### config.mk
export PLATFORM = sky130hd
export DESIGN_NAME = uart_tx_frame
export DESIGN_NICKNAME = d
export VERILOG_FILES = /design/src/rtl/uart_tx_frame.sv
export SDC_FILE = /design/constraint.sdc
export NUM_CORES = 1
export LEC_CHECK = 0
export CORE_UTILIZATION = 56
export DETAILED_ROUTE_END_ITERATION = 7
export PLACE_DENSITY = 0.83
export SETUP_SLACK_MARGIN = 0.05
export SYNTH_ARGS = -nofsm -noshare
export SYNTH_HDL_FRONTEND = slang
export SYNTH_SLANG_ARGS = --single-unit
### constraint.sdc
create_clock -name clk -period 2.6 [get_ports clk]
set_clock_uncertainty 0.15 [all_clocks]
set_input_delay 0.26 -clock clk [delete_from_list [all_inputs] [get_ports clk]]
set_output_delay 0.26 -clock clk [all_outputs]
set_load 0.005 [all_outputs]
### src/rtl/uart_tx_frame.sv
// uart_tx_frame: 8N1 UART transmitter, one byte per valid/ready handshake.
// Define UART_TX_PARITY_EN to insert an even-parity bit before the stop bit.
module uart_tx_frame #(
  parameter int CLKS_PER_BIT = 4,
  parameter int CNT_W        = 16
) (
  input  logic       clk,
  input  logic       rst,
  input  logic [7:0] tx_data,
  input  logic       tx_valid,
  output logic       tx_ready,
  output logic       tx_out,
  output logic       tx_oe,
  output logic       busy
);

  localparam logic [2:0] IDLE   = 3'd0;
  localparam logic [2:0] START  = 3'd1;
  localparam logic [2:0] DATA   = 3'd2;
  localparam logic [2:0] STOP   = 3'd3;
`ifdef UART_TX_PARITY_EN
  localparam logic [2:0] PARITY = 3'd4;
`endif

  localparam logic [CNT_W-1:0] LAST = CNT_W'(CLKS_PER_BIT - 1);

  logic [2:0]       state;
  logic [CNT_W-1:0] timer;
  logic [2:0]       idx;
  logic [7:0]       shift;
  logic             last;
`ifdef UART_TX_PARITY_EN
  logic             par;
`endif

  assign last = (timer == LAST);

  // Bit timer: runs in every non-idle state, clears as each bit ends.
  always_ff @(posedge clk or posedge rst) begin
    if (rst) begin
      timer <= '0;
    end else if (state == IDLE || last) begin
      timer <= '0;
    end else begin
      timer <= timer + CNT_W'(1);
    end
  end

  // Pad enable comes up on the first edge after reset and stays up.
  always_ff @(posedge clk or posedge rst) begin
    if (rst) begin
      tx_oe <= 1'b0;
    end else begin
      tx_oe <= 1'b1;
    end
  end

  // Frame sequencer: owns state, shift register and all line outputs.
  always_ff @(posedge clk or posedge rst) begin
    if (rst) begin
      state    <= IDLE;
      idx      <= 3'd0;
      shift    <= 8'd0;
      tx_out   <= 1'b1;
      tx_ready <= 1'b0;
      busy     <= 1'b0;
`ifdef UART_TX_PARITY_EN
      par      <= 1'b0;
`endif
    end else begin
      case (state)
        IDLE: begin
          idx      <= 3'd0;
          tx_out   <= 1'b1;
          tx_ready <= 1'b1;
          busy     <= 1'b0;
          if (tx_valid && tx_ready) begin
            state    <= START;
            shift    <= tx_data;
`ifdef UART_TX_PARITY_EN
            par      <= ^tx_data;
`endif
            tx_out   <= 1'b0;
            tx_ready <= 1'b0;
            busy     <= 1'b1;
          end
        end
        START: begin
          if (last) begin
            state  <= DATA;
            tx_out <= shift[0];
          end
        end
        DATA: begin
          if (last) begin
            if (idx == 3'd7) begin
              idx    <= 3'd0;
`ifdef UART_TX_PARITY_EN
              state  <= PARITY;
              tx_out <= par;
`else
              state  <= STOP;
              tx_out <= 1'b1;
`endif
            end else begin
              idx    <= idx + 3'd1;
              shift  <= {1'b0, shift[7:1]};
              tx_out <= shift[1];
            end
          end
        end
`ifdef UART_TX_PARITY_EN
        PARITY: begin
          if (last) begin
            state  <= STOP;
            tx_out <= 1'b1;
          end
        end
`endif
        STOP: begin
          if (last) begin
            state    <= IDLE;
            tx_ready <= 1'b1;
            busy     <= 1'b0;
          end
        end
        default: begin
          state    <= IDLE;
          idx      <= 3'd0;
          tx_out   <= 1'b1;
          tx_ready <= 1'b0;
          busy     <= 1'b0;
        end
      endcase
    end
  end

endmodule
==> impl_results.md <==
* Cell depth of the worst setup path at 6
* Top_reg_cell synth: dfrtp_1
* Post-CTS Setup Bufs at 0
* Starting density of the core at about three fifths
* Post-CTS sizing at 0
* Port Buffer Count at 14
* Hold_buf cts at 0
* Avg Vias per Cell at around 6.3
* Diode count at 0
* EDFF count, synth at 0
* WP data required at 2700 ps
* Row cnt at 19
* Crit path buf inv count at 1
* YS warnings at 0
* Synth unique cells at between 40 and 50
* Outcome: finished, final reports clean
* Post-synth top area cell: dfrtp_1
* Post-route clock period utilization at around 83%
* Max VDD drop at 0.761 mV
* Critical path startpoint category: flip-flop
* Post-DP HPWL at 2520 µm
* Iteration-0 DRC Markers at 38
* Most common cell in the netlist: dfrtp_1
* Clk_lat worst skew at 330 ps
* Layout cells sized above 1 at 11.7%
* CP max FO at 12
* TritonCTS buffer count at 5
* Cell family with most CP delay: compound AO/OA/AOI/OAI gates
* Worst hold margin at around 150 ps
* Relative slew slack at approximately three fifths
* Synth area leaders: dfrtp_1 (46%), ha_1 (5.1%), xor2_1 (4.0%), a2bb2oi_1 (3.5%), nor2_1 (3.3%)
* Die Ht at 57.6 µm
* Critical Path End Type: flip-flop
* Largest net degree at the start of global routing at 34
* HP Class: input pin to async pin
* Total Wirelength at 3460 µm
* H-tree levels at 2
* FF-to-FF path depth at 6
* Power Density at 984 nW/µm²
* Drt wl/cell at 15.8 µm
* Final nets at 205
* Kind of critical path: flip-flop to flip-flop
* Top cells by count, synth: dfrtp_1 (32), nor2_1 (15), nand3_1 (11)
* R2r setup slk at 430 ps
* Max cap viols at 0
* Initial antenna violation count at 0
* Number of global-route vias before repair at about 1400
* CTS tree: yes
* Cell Chain, Critical Path: inv_1 -> ha_1 -> nor2b_1 -> nand2_1 -> o22ai_2 -> a2bb2oi_1
* Fin worst setup slack at ~430 ps
* DR vias at 1369
* CTS root buf: clkbuf_4
* Crit path DAT at 2260 ps
* Setup tns final at 0 ps
* Critical Path Sink: shift[3]
* Tmin final at 2170 ps
* Drt drc at 0
* Synthesized cell area at 1730 µm²
* Final setup fails at 0
* Total core area at roughly 2900 µm²
* Gr usage total at 24.7%
* Synth Instances at 169
* Worst path max stage delay at about 430 ps
* I/O pin count at 15
* Gr ovfl total at 0
* First-pass GRT wire length at 6240 µm
* Max Slew Vio Count at 0
* CTS clk-pin slew, worst paths at 110 ps
* Reg2reg start: state[0]
* Synth Area per Inst at 10.2 µm²
* Worst R2R End: shift[3]
* First drt pass iteration count at 4
* CP Launch Point: state[0]
* RSZ-0062 raised after global routing: false
* Placer Congestion at 0.859
* Antenna viol nets, final at 0
* Sink Count at 33
* CTS Buffer Depth at 2
* Yosys top cell area share at a little under half
* Final Hold Viols at 0
* Synth-to-Final Area Change at 13.6%
* Syn nets at 187
* Synth async-reset ratio at 100%
* Full die area at between 3000 and 4000 µm²
* Sequential share of the synthesized area at 47.8%
* CP max stage cell: dfrtp_1
* Fmax at 461 MHz
* P_leak at 0.866 nW
* Post-Place Setup Slack at 484 ps
* Post-synthesis register bit count at 33
* Worst Tran Pin Value at 613 ps
* Die width at 57.6 µm
-- cell usage in the layout (no fill, tap or decap), drive strengths merged, types with 3 or more instances in the layout --
cell and instances:
dfrtp 32, nor2 15, clkdlybuf4s50 14, nand3 12, nand2 9, xor2 8
o22ai 8, nand4 7, a2bb2oi 7, inv 7, ha 7, clkbuf 7
o21ai 6, a21oi 6, and3 4, nor4 4, or3 3, xnor2 3
-- report_power, final --
part / total [W] / switching (W) / internal, W
Combinational: 0.000865 / 0.000484 / 0.000381
Clock: 0.000325 / 0.000168 / 0.000157
Sequential: 0.000746 / 0.000102 / 0.000644
-- worst min-delay path by stage --
stage | from | end | cells past startpoint | slack, ps
2_1_floorplan | rst | busy | 1 | 240
3_3_place_gp | idx[0] | idx[0] | 1 | 330
3_5_place_dp | idx[0] | idx[0] | 1 | 340
4_1_cts | rst | shift[1] | 3 | 160
5_1_grt | rst | shift[6] | 3 | 210
6_report | rst | shift[1] | 3 | 150
-- metal layers --
| metal | wire [µm] | vias up | global-route usage [%] | share of wire, % |
|---|---|---|---|---|
| met3 | 120 | 5 | 5.36 | 3.5 |
| met5 | 0 | - | 0 | 0 |
| met4 | 36 | 0 | 10.8 | 1.0 |
| li1 | - | 657 | - | - |
| met2 | 1630 | 29 | 36.4 | 47 |
| met1 | 1680 | 678 | 35.3 | 49 |
-- state kept, by name, summed over array words and instances, names as in the netlist --
register	count
tx_ready	1
shift	8
busy	1
tx_out	1
state	2
timer	16
tx_oe	1
idx	3
-- metrics by stage --
stage               total power (W)  std cells  cell area [µm²]  utilization, %
finish                      0.00194        219             1970            68.9
global route                0.00207        219             1970            68.9
CTS                         0.00193        219             1970            68.9
detailed placement          0.00160        211             1900            66.5
global placement            0.00157        211             1900            66.5
floorplan                   0.00139        169             1730               -
-- logic make-up (layout without fill, tap and decap cells) --
kind of cell / Yosys count / in the layout / share of synthesized area [%]
buf+inv: 12 / 31 / 2.96
xor+xnor: 11 / 11 / 5.56
mux: 3 / 3 / 1.88
simple gates: 65 / 65 / 20.8
compound gates: 37 / 37 / 15.8
other cells: 1 / 1 / 0.217
flops: 33 / 33 / 47.8
fa+ha+maj: 7 / 7 / 5.06
-- worst min-delay path, cell delays in order --
cell	delay (ps)
clkdlybuf4s50_1	400
inv_1	50
buf_4	360
-- final cells by class --
type | instances | area [µm²]
inverter | 8 | 30.0
sequential | 33 | 827
timing repair buffer | 15 | 148
clock inverter | 1 | 5.00
tap | 31 | 38.8
multi-input combinational | 124 | 853
clock buffer | 7 | 65.1
fill | 236 | 886
(Power assumes the default switching activity.)
